[src/rtl/pipe_ctrl.sv]
// Pipeline controller: merges stage stall requests, sequences exception/ERET
// redirects (freeze -> flush -> refill), and keeps a stall watchdog plus perf counters.
module pipe_ctrl #(
    parameter logic [31:0] EXC_VECTOR = 32'h00000020,
    parameter int          WDOG_LIMIT = 1024,
    parameter int          CNT_W      = 32
) (
    input  logic             clk,
    input  logic             rst,
    input  logic             stallreq_if_i,
    input  logic             stallreq_id_i,
    input  logic             stallreq_ex_i,
    input  logic             stallreq_mem_i,
    input  logic [31:0]      excepttype_i,
    input  logic [31:0]      cp0_epc_i,
    output logic [5:0]       stall_o,
    output logic             flush_o,
    output logic [31:0]      new_pc_o,
    output logic             wdog_o,
    output logic [CNT_W-1:0] stall_cnt_o,
    output logic [CNT_W-1:0] flush_cnt_o
);

    localparam logic [1:0]  ST_RUN    = 2'd0;
    localparam logic [1:0]  ST_FLUSH  = 2'd1;
    localparam logic [1:0]  ST_REFILL = 2'd2;
    localparam logic [31:0] ERET_CODE = 32'h0000000e;

    localparam int          WW        = $clog2(WDOG_LIMIT + 1);
    localparam logic [WW-1:0] WDOG_MAX  = WW'(WDOG_LIMIT);
    localparam logic [WW-1:0] WDOG_TRIP = WW'(WDOG_LIMIT - 1);

    logic [1:0]    state;
    logic [1:0]    state_next;
    logic [5:0]    req_stall;
    logic          detect;
    logic          stalled;
    logic [WW-1:0] wdog_cnt;

    // Deepest requesting stage wins: it and everything upstream of it hold.
    always_comb begin
        req_stall = 6'b000000;
        if (stallreq_mem_i)
            req_stall = 6'b011111;
        else if (stallreq_ex_i)
            req_stall = 6'b001111;
        else if (stallreq_id_i)
            req_stall = 6'b000111;
        else if (stallreq_if_i)
            req_stall = 6'b000011;
    end

    assign detect = (state == ST_RUN) && (excepttype_i != 32'h0);

    always_comb begin
        stall_o = 6'b000000;
        if (!rst) begin
            if (detect)
                stall_o = 6'b111111;
            else if (state != ST_FLUSH)
                stall_o = req_stall;
        end
    end

    assign stalled = (stall_o != 6'b000000);

    always_comb begin
        state_next = ST_RUN;
        case (state)
            ST_RUN:    state_next = detect ? ST_FLUSH : ST_RUN;
            ST_FLUSH:  state_next = ST_REFILL;
            ST_REFILL: state_next = ST_RUN;
            default:   state_next = ST_RUN;
        endcase
    end

    // The redirect target is captured straight into new_pc_o on the detect edge,
    // so later EPC changes cannot disturb it.
    always_ff @(posedge clk) begin
        if (rst) begin
            state       <= ST_RUN;
            flush_o     <= 1'b0;
            new_pc_o    <= 32'h0;
            flush_cnt_o <= '0;
        end else begin
            state   <= state_next;
            flush_o <= detect;
            if (detect) begin
                new_pc_o    <= (excepttype_i == ERET_CODE) ? cp0_epc_i : EXC_VECTOR;
                flush_cnt_o <= flush_cnt_o + CNT_W'(1);
            end
        end
    end

    always_ff @(posedge clk) begin
        if (rst) begin
            stall_cnt_o <= '0;
            wdog_cnt    <= '0;
            wdog_o      <= 1'b0;
        end else if (stalled) begin
            stall_cnt_o <= stall_cnt_o + CNT_W'(1);
            if (wdog_cnt != WDOG_MAX)
                wdog_cnt <= wdog_cnt + WW'(1);
            if (wdog_cnt >= WDOG_TRIP)
                wdog_o <= 1'b1;
        end else begin
            wdog_cnt <= '0;
        end
    end

endmodule
[config.mk]
export PLATFORM = sky130hd
export DESIGN_NAME = pipe_ctrl
export DESIGN_NICKNAME = d
export VERILOG_FILES = /design/src/rtl/pipe_ctrl.sv
export SDC_FILE = /design/constraint.sdc
export NUM_CORES = 1
export LEC_CHECK = 0
export BUFFER_PORTS_ARGS = -buffer_cell sky130_fd_sc_hd__buf_2
export CORE_MARGIN = 2
export CORE_UTILIZATION = 49
export CTS_CLUSTER_SIZE = 12
export DETAILED_ROUTE_END_ITERATION = 10
export PLACE_DENSITY = 0.78
export SYNTH_ARGS = -nofsm -noshare
export SYNTH_HDL_FRONTEND = slang
export SYNTH_SLANG_ARGS = --single-unit
export TNS_END_PERCENT = 10
[constraint.sdc]
create_clock -name clk -period 2.5 [get_ports clk]
set_clock_uncertainty 0.2 [all_clocks]
set_input_delay 0.375 -clock clk [delete_from_list [all_inputs] [get_ports clk]]
set_output_delay 0.375 -clock clk [all_outputs]
set_load 0.05 [all_outputs]
* Word level (Yosys, flattened, before mapping)
Index checks and enable logic that the tools add are counted.
Storage, ports and cells: register bits 111, bits of input ports 70
Operators by class: add/sub/neg operators 3, $lt $le $gt $ge 1, equality and inequality tests 4, muxes and demuxes 10, bitwise operators 1, reductions and logical operators 6
Operator list (count):
- $add 32x1->32 const B | 2
- $eq 32x4->1 const B | 1
- $mux 32 | 1
- $reduce_bool 32->1 | 1
- $mux 6 | 3
- $add 11x1->11 const B | 1
- $ge 11x10->1 const B | 1
- $ne 11x11->1 const B | 1
- $reduce_bool 6->1 | 1
- $mux 5 | 1
- $mux 4 | 1
- $pmux 2 s2 | 1
- $mux 3 | 1
- $eq 2x1->1 const B | 1
- $logic_not 2->1 | 1
- $mux 2 | 1
- $ne 2x1->1 const B | 1
- $reduce_and 2->1 | 1
- $reduce_or 2->1 | 1
- $logic_and 1x1->1 | 1
- $mux 1 | 1
- $not 1->1 | 1

* Depth between registers and ports, before layout
depth after elaboration 10, depth in mapped cells 7, gate-level depth less buffers 6

* Least setup slack after synthesis
No wires, ideal clock.
path kind input to output, start in excepttype_i[20], end out stall_o[4], arrival time 2.150 ns, path slack -0.225 ns, cell stages on the path 7, path through nor4_1 nand4_2 o31ai_2 buf_2 buf_4 nor2_1 a21o_1
On the way: word-level cells in the longest chain between the ends 4
RTL lines:
- from (decl) | line 14 | input logic [31:0] excepttype_i,
- $reduce_bool 32->1 | line 53 | assign detect = (state == ST_RUN) && (excepttype_i != 32'h0);
- $logic_and 1x1->1 | line 53
- $mux 6 | line 58 | if (detect)
- $mux 6 | line 57 | if (!rst) begin
- to (decl) | line 16 | output logic [5:0] stall_o,
No other way between the ends.

* Worst setup path after layout
start in excepttype_i[19], end out stall_o[4]
The elaborated chain is that of the path after synthesis.

==> flow_results.org <==
** Power
- Worst voltage drop across the vdd grid :: 0.377 mV
- For this design the ratio of total power to cell area is roughly 490 nW/µm².
- Lkg Pwr :: 0.00298 µW
- The completed layout was analyzed and its total power is about 3400 µW.

** Clock network
- Clock buffers created by TritonCTS :: 9
- Maximum level of the CTS H-tree :: 3
- Clock-pin slew was measured on the worst setup and hold paths at 0.12 ns.
- The clock drives 111 sinks.
- The number of setup buffers added after CTS is 0.
- TritonCTS clock tree :: yes
- Clock buffer depth :: 2
- CTS Root Buffer Type :: clkbuf_8
- Clock latency on the worst-skew pair, taken at its later pin, is ~0.39 ns.

** Critical path
- R2r startpoint :: flush_cnt_o[14]
- At the worst endpoint, the required time is 1.92 ns.
- The number of cells on the worst reg-to-reg path is 5.
- The worst setup path is of the input port to primary output kind.
- Capturing element of the worst setup path :: stall_o[4]
- The worst setup path is launched from an input port.
- In this run the critical register-to-register path is captured at flush_cnt_o[27].
- Together, buffers and inverters on the worst path number 3.
- The worst setup path is captured at a primary output.
- Data arrival at the endpoint of the critical path :: 1.85 ns
- Count of cell instances traversed by the critical path :: 8
- Setup slack of the worst register-to-register path :: 0.29 ns
- Delay-heaviest family, CP :: simple AND/OR/NAND/NOR gates
- Beginning of the critical path :: excepttype_i[19]
- Largest incremental delay on the critical path :: 0.31 ns
- The cell that appears most often on the critical path is buf_2.
- Library cell contributing the largest single delay on the critical path :: nor4_4
- Traced cell by cell, the critical path runs through buf_2 > nor4_4 > nand4_2 > o31ai_4 > buf_6 > nor2_2 > a21o_4 > buf_2.
- Of all nets on the critical path, the largest fanout is 8.

** Detailed routing
- The detail route stage leaves a number of antenna-violating nets equal to 0.
- Iteration count of the initial detailed-routing pass :: 5
- Via Count :: 5339
- Vias/cell :: 5.77
- Detailed-route wire length per cell :: around 16 µm
- After the first detailed-routing iteration, the DRC count stood at between 300 and 400.
- Detailed-route DRC error count :: 0
- After detailed routing, the total wire length is around 15000 µm.

** Layout
- The layout has ~860 filler cells.
- The finished cells cover just under 7000 µm².
- Area growth from synthesis to layout :: 30.5%
- Number of cells in the finished layout apart from fillers :: 926
- After the last flow step, the layout net total stands at 858.
- Once layout is complete, the utilization of the core stands at roughly 66%.
- The post-route netlist has 31.4% of its cells at a drive strength greater than 1.

** Synth
- In the synthesized netlist, the cells that appear most often are dfxtp_1 (111), a21oi_1 (50), nor2_1 (46), a22o_1 (31), nand3_1 (31).
- Dividing the synthesized area by the synthesized cell count gives 9.03 µm².
- The largest total area in the synthesized netlist belongs to dfxtp_1.
- In this run, synthesis inferred 0 flip-flops with an integrated enable.
- In this run the biggest area consumer among cell types represents 42.0% of the synthesized area.
- Post-synthesis net count :: 660
- Yosys instantiated no cell more often than dfxtp_1.
- Share of flip-flops with an asynchronous set or reset after synthesis :: 0%
- The Yosys step of the flow raised 0 warnings.
- After synthesis the cells add up to between 5000 and 6000 µm².
- For this run, the register share of the synthesized area comes to a little over two fifths.
- Synth cell types :: 54
- In the synthesized netlist, the number of instances is 586.
- After synthesis the netlist holds a flip-flop and latch count of 111.
- Top cells by area, synth :: dfxtp_1 (42%), a22o_1 (5.1%), a21oi_1 (4.7%), mux2_1 (4.5%), o31ai_1 (3.5%)
- For this run, the leading register cell type out of synthesis is dfxtp_1.

** Global routing
- The total overflow left after global routing is 0.
- Met2 track demand over resource :: 43.6%
- Antenna violations before repair :: 0
- Number of global-route vias before repair :: ~4900
- Global router's overall resource usage :: 24.2%
- met2 is the most crowded layer.
- Global Route met1 Usage :: 29.6%
- Global routing met3 resource utilization :: 3.74%
- Entering global routing, the biggest net connects 53 pins.
- The first global-routing pass estimated 22900 µm of wire.

** Floorplanning
- Core area :: ~10000 µm²
- Width of the die :: 108 µm
- Die Y :: roughly 110 µm
- Std-Cell Rows :: 37
- Number of primary I/O pins :: 174
- The die covers 11700 µm².
- For this configuration, the core starts out at a cell density of 50.8%.

** Timing
- Portion of the clock cycle consumed by the worst path in the final layout :: 97.0%
- Number of endpoints with negative hold slack in the final report :: 0
- Setup violations remaining at the end of the flow were counted as 0.
- The number of pins with negative max-slew slack in the final report came to 0.
- Worst Max-Slew Pin Slew :: slightly below 0.5 ns
- Final total negative setup slack :: 0 ns
- Subtracting the final worst setup slack from the clock period gives 2.42 ns.
- Unrepaired setup endpoints after global routing :: yes
- Measured against its own limit, the worst slew margin works out to 67.1%.
- For this run, the top clock speed supported by timing is 413 MHz.

** Place
- Number of port buffers :: 173
- Post-detail-place hpwl :: 10300 µm
- Once placement completed, the tool counted placed cells totaling between 800 and 900.
- Cell area after placement :: roughly 6500 µm²
- Global placement routability congestion :: 0.808

** Min path
- Worst min-delay path class :: input port to flop

** Job
- Max-cap violations in this run came to 0.

** Run status
- The flow ran to the end, and the final reports show no timing, DRC or antenna violations.
-- state kept, by name (all words and copies together) (netlist names) --
| register | cells |
|---|---|
| wdog_o | 1 |
| wdog_cnt | 11 |
| state | 2 |
| stall_cnt_o | 32 |
| flush_cnt_o | 32 |
| new_pc_o | 32 |
| flush_o | 1 |
-- cells by family (layout without fill, tap and decap cells) --
kind of cell,Yosys count,in the layout,synth area share (%)
AOI/OAI and AO/OA,133,133,17.0
xor gates and xnor gates,10,10,1.65
adders and majority gates,4,4,0.945
buffers and inverters,49,252,4.40
DFF,111,111,42.0
muxes,32,32,6.57
other,0,1,0
and+or+nand+nor,247,247,27.5
-- worst reg2reg max path, cell delays in order (launching register included) --
cell and delay, ns:
dfxtp_1 0.47, nand4_1 0.20, nor4_2 0.51, nand2_1 0.13, or4_1 0.48, a21oi_1 0.16
-- stage by stage --
stage	hold WS [ns]	setup WS, ns
floorplan	0.293	0.00116
global placement	0.255	-0.0401
detailed placement	0.258	-0.0587
CTS	0.00177	0.00863
global route	0.000878	-0.00795
finish	0.00442	0.0760
-- power breakdown --
part / leakage (µW) / internal [µW] / switching [µW]
Combinational: 0.00199 / 184 / 291
Clock: 0.0000975 / 394 / 691
Sequential: 0.000896 / 1800 / 29.9
-- how the worst min path moves through the flow --
stage,startpoint,end,slack [ns],cells after the start
2_1_floorplan,wdog_cnt[10],wdog_cnt[10],0.29,2
3_3_place_gp,new_pc_o[4],new_pc_o[4],0.26,1
3_5_place_dp,new_pc_o[9],new_pc_o[9],0.26,1
4_1_cts,cp0_epc_i[13],new_pc_o[13],0.002,2
5_1_grt,cp0_epc_i[2],new_pc_o[2],0.0009,2
6_report,cp0_epc_i[1],new_pc_o[1],0.004,2
-- cell type report --
class                   count  area [µm²]  area share [%]
multi-input cells         426        2900            42.0
flip-flops and latches    111        2220            32.2
repair buffers            227        1380            19.9
well taps                 136         170            2.46
clock buffers               9         124            1.79
clock inverters             7        77.6            1.12
inverters                   9        33.8           0.489
diodes                      1        2.50          0.0362
-- layer usage --
layer	wire length (µm)	up-vias
li1	-	2581
met1	5980	2557
met2	7570	180
met3	813	21
met4	242	0
met5	0	-
-- placed cells by master (no fill, tap or decap), types with 7 or more instances in the layout --
cell and n:
and2_1 7, nor3_1 9, nand2_1 23, or4_1 24, dfxtp_1 111, and4_1 7
dlygate4sd3_1 21, mux2_1 21, nor4_2 9, nor2_1 44, mux2i_1 10, and3_1 11
a21oi_1 50, a22o_1 31, nand3_1 31, buf_4 28, buf_2 173, nand2b_1 9
o31ai_1 25, o21ai_1 10, clkbuf_8 9, nand4_1 22, inv_1 8, nor2b_1 21
-- what timing repair did --
action	CTS	global route
pin swaps	1	1
gates cloned	0	0
resized for setup	3	2
hold endpoints to repair	19	2
hold buffers	19	2
setup endpoints to repair	3	3
No activity file was read; power rests on OpenSTA's default activity.
